<file path="src/rtl/rng_draw.sv">
`default_nettype none
// ----------------------------------------------------------------------------
// rng_draw: LFSR + rule-90/150 CA mixed RNG with warm-up and unbiased draws
// Revision 1.0
// ----------------------------------------------------------------------------
module rng_draw #(
  parameter  int OUT_W     = 32,
  parameter  int RANGE     = 7,
  parameter  int WARMUP    = 64,
  parameter  int MAX_TRIES = 16,
  localparam int IDX_W     = (RANGE > 2) ? $clog2(RANGE) : 1
) (
  input  logic              clk,
  input  logic              reset_n,
  input  logic              load,
  input  logic [31:0]       seed,
  input  logic              req,
  output logic              ready,
  output logic              valid,
  output logic [IDX_W-1:0]  rand_idx,
  output logic [OUT_W-1:0]  rand_raw,
  output logic              biased
);

  localparam logic [1:0] c_WARM = 2'd0;
  localparam logic [1:0] c_IDLE = 2'd1;
  localparam logic [1:0] c_DRAW = 2'd2;

  localparam int                TRY_W       = (MAX_TRIES > 1) ? $clog2(MAX_TRIES) : 1;
  localparam logic [TRY_W-1:0]  c_TRY_LAST  = TRY_W'(MAX_TRIES - 1);
  localparam logic [9:0]        c_WARM_LAST = (WARMUP > 0) ? 10'(WARMUP - 1) : 10'd0;
  localparam logic [IDX_W:0]    c_RANGE_EXT = (IDX_W + 1)'(RANGE);
  localparam logic [IDX_W-1:0]  c_RANGE     = IDX_W'(RANGE);
  // Galois taps of x^43+x^41+x^20+x+1 applied after the rotate (x^0 comes from the rotate)
  localparam logic [42:0]       c_LFSR_TAPS = 43'h200_0010_0002;
  localparam logic [36:0]       c_CASR_R150 = 37'h0_1000_0000;

  logic [1:0]       r_state;
  logic [1:0]       w_state_nxt;
  logic [42:0]      r_lfsr;
  logic [42:0]      w_lfsr_nxt;
  logic [36:0]      r_casr;
  logic [36:0]      w_casr_nxt;
  logic [31:0]      w_seed_s;
  logic [31:0]      w_mix;
  logic [9:0]       r_warm;
  logic [TRY_W-1:0] r_try;
  logic [IDX_W-1:0] w_cand;
  logic [IDX_W-1:0] r_idx;
  logic [OUT_W-1:0] r_raw;
  logic             r_valid;
  logic             r_biased;
  logic             w_in_range;
  logic             w_last_try;
  logic             w_warm_done;
  logic             w_ready;

  assign w_lfsr_nxt  = {r_lfsr[41:0], r_lfsr[42]} ^ (c_LFSR_TAPS & {43{r_lfsr[42]}});
  assign w_casr_nxt  = {r_casr[35:0], r_casr[36]} ^ {r_casr[0], r_casr[36:1]}
                     ^ (r_casr & c_CASR_R150);
  assign w_seed_s    = (seed == 32'd0) ? 32'd1 : seed;
  assign w_mix       = r_lfsr[31:0] ^ r_casr[31:0];
  assign w_cand      = w_mix[IDX_W-1:0];
  // Extra MSB so a power-of-two RANGE compares correctly
  assign w_in_range  = {1'b0, w_cand} < c_RANGE_EXT;
  assign w_last_try  = (r_try == c_TRY_LAST);
  assign w_warm_done = (WARMUP == 0) || (r_warm == c_WARM_LAST);

  always_ff @(posedge clk or negedge reset_n) begin
    if (!reset_n) begin
      r_state <= c_WARM;
    end else begin
      r_state <= w_state_nxt;
    end
  end

  always_comb begin
    w_state_nxt = r_state;
    if (load) begin
      w_state_nxt = c_WARM;
    end else begin
      case (r_state)
        c_WARM:  if (w_warm_done) w_state_nxt = c_IDLE;
        c_IDLE:  if (req) w_state_nxt = c_DRAW;
        c_DRAW:  if (w_in_range || w_last_try) w_state_nxt = c_IDLE;
        default: w_state_nxt = c_WARM;
      endcase
    end
  end

  always_comb begin
    w_ready = (r_state == c_IDLE);
  end

  always_ff @(posedge clk or negedge reset_n) begin
    if (!reset_n) begin
      r_lfsr <= 43'd1;
      r_casr <= 37'd1;
    end else if (load) begin
      r_lfsr <= {11'd0, w_seed_s};
      r_casr <= {5'd0, w_seed_s};
    end else begin
      r_lfsr <= w_lfsr_nxt;
      r_casr <= w_casr_nxt;
    end
  end

  // Draw results hold across a load; only reset clears them
  always_ff @(posedge clk or negedge reset_n) begin
    if (!reset_n) begin
      r_warm   <= 10'd0;
      r_try    <= '0;
      r_valid  <= 1'b0;
      r_idx    <= '0;
      r_raw    <= '0;
      r_biased <= 1'b0;
    end else begin
      r_valid <= 1'b0;
      if (load) begin
        r_warm <= 10'd0;
      end else begin
        case (r_state)
          c_WARM: r_warm <= r_warm + 10'd1;
          c_IDLE: if (req) r_try <= '0;
          c_DRAW: begin
            if (w_in_range || w_last_try) begin
              r_valid  <= 1'b1;
              r_idx    <= w_in_range ? w_cand : (w_cand - c_RANGE);
              r_raw    <= w_mix[OUT_W-1:0];
              r_biased <= !w_in_range;
            end else begin
              r_try <= r_try + TRY_W'(1);
            end
          end
          default: ;
        endcase
      end
    end
  end

  assign ready    = w_ready;
  assign valid    = r_valid;
  assign rand_idx = r_idx;
  assign rand_raw = r_raw;
  assign biased   = r_biased;

endmodule
`default_nettype wire

</file>
<file path="config.mk">
export PLATFORM = sky130hd
export DESIGN_NAME = rng_draw
export DESIGN_NICKNAME = d
export VERILOG_FILES = /design/src/rtl/rng_draw.sv
export SDC_FILE = /design/constraint.sdc
export NUM_CORES = 1
export LEC_CHECK = 0
export BUFFER_PORTS_ARGS = -buffer_cell sky130_fd_sc_hd__buf_2
export CORE_MARGIN = 3
export CORE_UTILIZATION = 62
export CTS_CLUSTER_DIAMETER = 60
export CTS_CLUSTER_SIZE = 20
export DETAILED_ROUTE_END_ITERATION = 12
export PLACE_DENSITY_LB_ADDON = 0.12
export SLEW_MARGIN = 20
export SYNTH_ARGS = -nofsm -noshare
export SYNTH_HDL_FRONTEND = slang
export SYNTH_SLANG_ARGS = --single-unit
export TNS_END_PERCENT = 10
</file>
<file path="constraint.sdc">
create_clock -name clk -period 3 [get_ports clk]
set_clock_uncertainty 0.1 [all_clocks]
set_input_delay 0.6 -clock clk [delete_from_list [all_inputs] [get_ports clk]]
set_output_delay 0.6 -clock clk [all_outputs]
set_load 0.01 [all_outputs]
</file>
; After elaboration in Yosys (flattened, before gate mapping)
; Index checks and enable logic that the tools add are counted.
[classes]
add_sub_neg = 3
magnitude_cmp = 1
eq_ne = 9
muxes = 17
bitwise_logic = 5
reduce_logical = 9
[ops]
columns = op, count
row1 = 43-bit two-way mux, 1
row2 = 43-bit by 42-bit bitwise XOR with 43-bit output, 1
row3 = 37-bit two-way mux, 1
row4 = 37-bit by 29-bit bitwise XOR with 37-bit output, 1
row5 = 37-bit bitwise XOR, 1
row6 = 32-bit logical NOT, 1
row7 = 32-bit two-way mux, 1
row8 = 32-bit bitwise XOR, 1
row9 = 10-bit two-way mux, 2
row10 = 10-bit by 1-bit adder with 10-bit output (second input constant), 1
row11 = 10-bit by 6-bit equality test with 1-bit output (second input constant), 1
row12 = 3-bit inequality test (second input constant), 3
row13 = 2-bit two-way mux, 4
row14 = 4-bit two-way mux, 2
row15 = 4-bit case mux with 2 select lines, 1
row16 = 2-bit case mux with 3 select lines, 1
row17 = 3-bit AND reduction, 2
row18 = 4-bit by 1-bit adder with 4-bit output (second input constant), 1
row19 = 4-bit equality test (second input constant), 1
row20 = 2-bit inequality test (second input constant), 2
row21 = 4-bit AND reduction, 1
row22 = 2-bit nonzero test, 2
row23 = 3-bit less-than comparator (second input constant), 1
row24 = 1-bit two-way mux, 3
row25 = 8 further kinds, 8
[totals]
reg_bits = 133
input_bits = 36
output_inout_bits = 38

; Logic depth before layout (Yosys ltp)
; Gate-level depths: netlist (run 1).
[depth]
depth_word = 6
mapped_depth = 6
depth_no_buf = 5

; Worst setup path after synthesis (run 1)
; No wires, ideal clock.
[synth_path]
path_type = input -> register
startpoint = input load
endpoint = register r_try[2]
setup_time_ps = 124
t_arrival_ps = 1880
path_slack_ps = 897
path_stages = 5
n_path_buf = 1
cell_sequence = clkbuf_1 -> nor3b_1 -> nor4b_1 -> and4b_1 -> nor3_1
[synth_between]
elab_chain_len = 2
[synth_rtl]
columns = item, line_no
row1 = start: declaration, 15  ; input logic load,
row2 = 1-bit NOT (no line), --
row3 = 4-bit AND reduction (no line), --
row4 = end signal: assignment, 132  ; r_try <= r_try + TRY_W'(1);
row5 = end: declaration, 47  ; logic [TRY_W-1:0] r_try;
; Every way passes these cells.
; A chain may end at the register's enable or synchronous reset.

; Final worst setup path (run 1)
[layout_path]
startpoint = register r_state[0]
endpoint = register r_try[3]
[layout_between]
elab_chain_len = 3
word_cells_on_any_way = 7
classes_between = 4 x eq/ne / 1 x mux / 2 x reduce/logical
[layout_rtl]
columns = item, line_no
row1 = start: declaration, 38  ; logic [1:0] r_state;
row2 = start signal: assignment, 71  ; r_state <= c_WARM;
row3 = start signal: assignment, 73  ; r_state <= w_state_nxt;
row4 = 2-bit equality test or 2-bit by 1-bit equality test with 1-bit output (tied branches), 122  ; case (r_state)
row5 = 2-bit inequality test (no line) or 2-bit nonzero test (tied branches), --
row6 = 4-bit AND reduction (no line), --
; Several ways; a longest one is shown, not always the timed one.

==> results by group, run 1 <==
Status
  – Status: finished, final reports clean

Floorplan
  – Die width: 100.9 um
  – Die area: 0.01017 mm^2
  – Core area: ~0.0085 mm^2
  – Initial core utilization: 0.6593
  – Die height: between 100 and 150 um
  – Row count: 33
  – I/O pin count: 74

Power
  – Static Leak: about 3.1 nW
  – Cell Int Power: 3.475 mW
  – Switching fraction of total power: 0.2830
  – Combinational share of power: 0.158
  – Total power: 4.847 mW
  – Clock share of power: 0.374
  – Sequential share of power: 0.468
  – Peak supply drop: 0.0005240 V
  – NetSw: 1.372 mW
  – Power Dens Cells: 735.8 mW/mm^2

Logic synthesis
  – Seq/Total Area, Yosys: 0.5969
  – Syn_nets: 565
  – Synth Area in Simple Gates: 0.1200
  – Mapped Cells: 526
  – Distinct cells, synth: 39
  – Main combinational cell family by area after synthesis: XOR/XNOR gates
  – Post-synth top area cell: dfrtp_1
  – Compound-Gate Fraction of Synth Area: 0.1076
  – Mean post-synth cell area: 10.61 um^2
  – Synth warn: 0
  – Top post-synthesis cells by area: dfrtp_1 (59%), xnor2_1 (11%), o21ai_0 (8.0%)
  – Adder-Cell Fraction of Synth Area: 0.006726
  – Post-Synth XOR/XNOR Area: 0.1287
  – Prevailing post-synth register cell: dfrtp_1
  – Synth Register Bits: 133
  – Mapped Area: about 0.0056 mm^2
  – Async SR Flop Fraction: 1.000
  – Mux cell area share after synthesis: 0.002018
  – Yosys top cell area share: 0.5874
  – EDFF count, synth: 0

Final layout
  – Share of cells above drive strength 1: 0.1848
  – ANT cells: 0
  – NumNets Final: 643
  – Fill count: 533
  – Footprint of the multi-input gates: between 0.002 and 0.0025 mm^2
  – Commonest non-fill, non-tap cells in the layout: dfrtp_1 (131), o21ai_0 (89), buf_2 (72)
  – Syn-to-layout area delta: 18.05%
  – Final Cell Area: 0.006588 mm^2
  – Most common cell after layout, fill and taps aside: dfrtp_1
  – Register area: 0.003331 mm^2

Detailed routing
  – DRT Pass-1 Iters: 5
  – Post-route antenna net violation count: 0
  – Detailed-route wire length: 11170 um
  – Initial detailed-routing violation count: 146
  – Post-DR wirelength/cell: ~15 um
  – Vias/cell: 5.393
  – # DRC: 0
  – DR vias: 3894

GRT
  – Largest net degree at the start of global routing: 126
  – Vias in the first global route: 3945
  – Total grt overflow: 0
  – GRT busiest layer: met2
  – GRT Overall Usage: 0.2415
  – Initial antenna violation count: 0
  – First-pass GRT wire length: about 19000 um
  – Met3 GRT Util: 0.05190
  – Grt met1 use: 0.3305
  – Met2 GRT Util: 0.3904

Setup path
  – WP data arrival: approximately 2.5 ns
  – Reg2Reg Launch Point: r_state[0]
  – CP Class: reg -> reg
  – Setup crit start kind: flip-flop
  – Worst setup EP type: flip-flop
  – R2R Path End: r_try[3]
  – WP data required: 3.32 ns
  – Worst setup path endpoint: r_try[3]
  – Crit Path Max Fanout: 9
  – Worst Setup SP: r_state[0]
  – Flop2flop setup slack: 0.85 ns
  – FF-to-FF path depth: 4

Place
  – DP Worst Slack: 0.7570 ns
  – DP Area: 0.006052 mm^2
  – # port buffers: 73
  – Final GP Congestion: between 0.8 and 0.9
  – Dpl hpwl: between 7000 and 8000 um

Run
  – Max Cap Violations: 0

Timing
  – Final setup vio count: 0
  – Fin crit share: 0.7174
  – Slew Viols, Final: 0
  – Fin. Hold Viols: 0
  – Slew @ Worst Pin: approximately 1.0 ns
  – Tmin final: 2.152 ns
  – Setup_tns: 0 ns
  – Fmax: 464.6 MHz
  – Final setup margin: ~0.85 ns
  – Unrepaired setup endpoints after global routing: false
  – Slew headroom: 0.3047

Clocking
  – TritonCTS clock tree: yes
  – Post-CTS Setup Repair Bufs: 0
  – CTS Root Cell: clkbuf_8
  – Clock Path Buffers: 2
  – Clock-pin slew on the worst setup and hold paths: 0.06 ns
  – H-tree depth: 4
  – Worst skew pair latency: 0.51 ns
  – CTS Sinks: 133
  – CTS buffer count: 17

Hold path
  – Worst Hold Class: in -> reg
cell type report:
type | count | share of cell area
clock buffers | 20 | 0.06762
clock inverters | 12 | 0.01216
inverters | 34 | 0.01937
multi-input cells | 338 | 0.3092
flip-flops and latches | 133 | 0.5056
well taps | 105 | 0.01994
repair buffers | 80 | 0.06610
metal layers:
layer  routed length, um  part of all wire
met1                4954              0.44
met2                5530              0.49
met3                 576             0.052
met4                 112             0.010
met5                   0                 0
critical path: stages, from the launching register on:
cell and delay [ns]:
dfrtp_1 0.46, nor3b_1 0.47, nor4b_1 0.63, a21oi_1 0.16
nor3_1 0.24
power by group through the flow:
stage | combinational, mW | clock [mW] | sequential [mW]
6_report | 0.766 | 1.81 | 2.27
5_1_grt | 0.866 | 1.91 | 2.30
4_1_cts | 0.778 | 1.84 | 2.27
3_5_place_dp | 0.757 | 0 | 2.30
3_3_place_gp | 0.732 | 0 | 2.28
2_1_floorplan | 0.512 | 0 | 2.27
stage by stage:
| step | cells | hold slack (ns) | utilization |
|---|---|---|---|
| after floorplan | 526 | 0.2044 | - |
| after CTS | 722 | 0.2065 | 0.7783 |
| after global routing | 722 | 0.2325 | 0.7783 |
| final | 722 | 0.2256 | 0.7783 |
| after global placement | 689 | 0.3426 | 0.7150 |
| after detailed placement | 689 | 0.3585 | 0.7150 |
cells in the mapped netlist, types with 2 or more instances:
library cell / instances
clkbuf_1: 16
inv_1: 34
nand2_1: 69
o41ai_1: 2
o21ai_0: 89
nor2b_1: 15
and4b_1: 2
xnor2_1: 70
nor3_1: 3
dfrtp_1: 131
o21a_1: 2
buf_2: 4
and3_1: 2
xor2_1: 12
nand4_1: 5
nand3_1: 2
nor2_1: 26
a21oi_1: 5
nor4_1: 9
ha_1: 3
o21ai_1: 6
dfstp_2: 2
flip-flops by register name, summed over array words and instances, names as in the netlist:
register  count
r_lfsr       43
r_casr       37
rand_raw     32
r_warm       10
r_try         4
rand_idx      3
r_state       2
biased        1
valid         1
cell families (layout without fill, tap and decap cells):
kind of cell,Yosys count,count (layout)
multiplexers,1,1
adder cells (fa/ha/maj),3,3
AO/OA/AOI/OAI,110,110
XOR/XNOR,82,82
flip-flops,133,133
AND/OR/NAND/NOR,142,142
buffers and inverters,55,146
what timing repair did:
| item | in CTS | in global routing |
|---|---|---|
| endpoints found under the hold margin | 29 | 0 |
| resized for setup | 0 | 0 |
| hold buffers | 1 | 0 |
worst min path at each step:
| stage | from | to | slack, ns | depth (start not counted) |
|---|---|---|---|---|
| 6_report | seed[25] | r_casr[25] | 0.23 | 3 |
| 5_1_grt | seed[6] | r_lfsr[6] | 0.23 | 3 |
| 3_3_place_gp | r_lfsr[34] | r_lfsr[35] | 0.34 | 1 |
| 2_1_floorplan | reset_n | biased | 0.20 | 0 |
| 3_5_place_dp | r_lfsr[37] | r_lfsr[38] | 0.36 | 1 |
| 4_1_cts | seed[25] | r_casr[25] | 0.21 | 3 |
Note: power is estimated with default switching activity, not from simulation.
==> run 2, diff against run 1 <==
--- a/config.mk
+++ b/config.mk
@@ -7,7 +7,7 @@
 export LEC_CHECK = 0
 export BUFFER_PORTS_ARGS = -buffer_cell sky130_fd_sc_hd__buf_2
 export CORE_MARGIN = 3
-export CORE_UTILIZATION = 62
+export CORE_UTILIZATION = 57
 export CTS_CLUSTER_DIAMETER = 60
 export CTS_CLUSTER_SIZE = 20
 export DETAILED_ROUTE_END_ITERATION = 12
==> constraint.sdc (replaced) <==
create_clock -name clk -period 2.05 [get_ports clk]
set_clock_uncertainty 0.1 [all_clocks]
set_input_delay 0.41 -clock clk [delete_from_list [all_inputs] [get_ports clk]]
set_output_delay 0.41 -clock clk [all_outputs]
set_load 0.01 [all_outputs]
==> run 2 against run 1 <==
First-iteration DRC count decreased by 7.5%. Largest power group unchanged. Final cell count increased by 4.4%. Sequential power increased by 47%. Routed wire length decreased by 1.7%. Sequential cell count unchanged. Critical path depth increased by 2. Fmax increased by 12%.
==> results by group, run 2 (same netlist as run 1, synthesis figures left out) <==
Power
  – Peak supply drop: 0.0006298 V (+20%)
  – Static Leak: 3.222 nW (+2.4%)
  – Power Dens Cells: 1064 mW/mm^2 (+45%)

Detailed routing
  – Post-DR wirelength/cell: 14.57 um (-5.8%)
  – Vias/cell: 5.086 (-5.7%)
  – Initial detailed-routing violation count: 135 (-7.5%)
  – Detailed-route wire length: 10990 um (-1.7%)
  – Post-route antenna net violation count: 0 (unchanged)
  – DR vias: 3835 (-1.5%)
  – # DRC: 0 (unchanged)
  – DRT Pass-1 Iters: 4 (-1)

Clocking
  – Clock Path Buffers: 2 (unchanged)
  – H-tree depth: 4 (unchanged)
  – Clock-pin slew on the worst setup and hold paths: 0.06 ns (about the same)
  – CTS Root Cell: clkbuf_8
  – Worst skew pair latency: 0.50 ns (about the same)
  – CTS Sinks: 133 (unchanged)
  – TritonCTS clock tree: yes
  – CTS buffer count: 17 (unchanged)

Final layout
  – Largest register FFs: 43 (unchanged)
  – Post-Layout Cell Count: 754 (+4.4%)
  – ANT cells: 0 (unchanged)
  – NumNets Final: 652 (+1.4%)
  – Commonest non-fill, non-tap cells in the layout: dfrtp_1 (131), o21ai_0 (89), buf_2 (71)
  – Most common cell after layout, fill and taps aside: dfrtp_1
  – Most flops, register: r_lfsr
  – Share of cells above drive strength 1: 0.1984 (+0.01364)
  – Syn-to-layout area delta: 21.30%
  – Fill count: 705 (+32%)

GRT
  – Vias in the first global route: 3832 (-2.9%)
  – First-pass GRT wire length: 18640 um (-1.7%)
  – Total grt overflow: 0 (unchanged)
  – GRT Overall Usage: 0.2146 (-0.02692)
  – Largest net degree at the start of global routing: 126 (unchanged)
  – Initial antenna violation count: 0 (unchanged)

Floorplan
  – Die area: 0.01101 mm^2 (+8.2%)
  – I/O pin count: 74 (unchanged)
  – Die height: 104.9 um (+4.0%)
  – Row count: 35 (+6.1%)
  – Core area: 0.009371 mm^2 (+11%)
  – Initial core utilization: 0.5955 (-0.06382)
  – Die width: 104.9 um (+4.0%)

Setup path
  – WP data required: 2.34 ns (-0.98 ns)
  – WP data arrival: 2.20 ns (-0.27 ns)
  – Crit-path cells: ha_2 > and3_2 > o41ai_1 > buf_4 > nand2_1 > mux2_2
  – Worst setup EP type: flip-flop
  – Setup crit start kind: flip-flop
  – Max stage delay on crit path: 0.40 ns (-0.23 ns)
  – Crit Path Max Fanout: 4 (-5)
  – Slowest cell on the critical path: dfrtp_1
  – Flop2flop setup slack: 0.14 ns (-0.71 ns)
  – CP Class: reg -> reg

Place
  – DP Worst Slack: 0.1076 ns (-0.6494 ns)
  – Dpl hpwl: 7462 um (+1.1%)
  – Final GP Congestion: 0.7896 (-1.6%)
  – # port buffers: 73 (unchanged)
  – Inst Count DP: 722 (+4.8%)

Run
  – Max Cap Violations: 0 (unchanged)

Timing
  – Unrepaired setup endpoints after global routing: false
  – Final setup margin: 0.1353 ns (-0.7125 ns)
  – Final setup vio count: 0 (unchanged)
  – Fin. Hold Viols: 0 (unchanged)
  – Fin crit share: 0.9340 (+0.2166)
  – Slew @ Worst Pin: 0.5451 ns (-0.4978 ns)
  – Setup_tns: 0 ns (unchanged)
  – Tmin final: 1.915 ns (-0.2375 ns)
  – Min Hold Slack: 0.04606 ns (-0.1796 ns)
  – Fmax: 522.3 MHz (+12%)
  – Slew headroom: 0.6332 (+0.3285)
  – Slew Viols, Final: 0 (unchanged)

Hold path
  – Worst Hold Class: in -> reg

Status
  – Status: finished, final reports clean
==> run 2: changes by cell type in the layout (fill, tap and decap cells not counted), sizes merged <==
cell / previous run / this run
bufinv: 0 / 1
buf: 79 / 88
inv: 36 / 34
clkbuf: 20 / 22
clkinv: 8 / 6
==> run 2: path summary, 6_finish.rpt <==
kind | cells past startpoint | start | endpoint
max reg2reg | 6 | r_try[0] | r_try[0]
max in group asynchronous | 3 | reset_n | r_try[2]
min | 3 | seed[26] | r_lfsr[26]
min reg2reg | 1 | r_lfsr[32] | r_lfsr[33]
max | 6 | r_try[0] | r_try[0]
min in group asynchronous | 3 | reset_n | rand_raw[17]
==> run 2: worst max-delay path, delay by kind of cell, from the launching register on <==
kind / cells / cell delay [ns]
multiplexers: 1 / 0.27
AO/OA/AOI/OAI: 1 / 0.36
buffers and inverters: 1 / 0.18
adder cells (fa/ha/maj): 1 / 0.21
AND/OR/NAND/NOR: 2 / 0.28
flip-flops: 1 / 0.40
==> run 2: area by class of cell <==
cell class / instances / area [um^2] / area share
inverters: 34 / 127.6 / 0.01885
clock inverters: 9 / 78.83 / 0.01165
clock buffers: 22 / 462.9 / 0.06839
well taps: 129 / 161.4 / 0.02384
flip-flops and latches: 133 / 3331 / 0.4921
repair buffers: 89 / 559.3 / 0.08262
multi-input cells: 338 / 2048 / 0.3026
==> run 2: what timing repair did <==
action	4_1_cts	5_1_grt
endpoints found under the hold margin	131	0
hold buffers	1	0
endpoints found under the setup margin	0	10
buffers inserted	0	0
resized for setup	0	4
==> run 2: routing by layer <==
layer  vias to the layer above  part of all wire  track usage
met5                         -                 0            0
met4                         0             0.013      0.06279
met3                        11             0.045      0.05188
met2                        82              0.49       0.3478
met1                      1833              0.45       0.2898
li1                       1909                 -            -
==> run 2: power breakdown <==
| part | total [mW] | internal (mW) | switching (mW) |
|---|---|---|---|
| Combinational | 1.14 | 0.603 | 0.534 |
| Clock | 2.74 | 1.69 | 1.05 |
| Sequential | 3.33 | 2.97 | 0.365 |
| Total | 7.20 | 5.25 | 1.95 |
==> run 2: per-stage QoR <==
step	power, mW	utilization	instance area, um^2
floorplan	4.072	-	5580
global placement	4.436	0.6618	6202
detailed placement	4.499	0.6618	6202
CTS	7.267	0.7207	6754
global route	7.580	0.7223	6769
finish	7.204	0.7223	6769
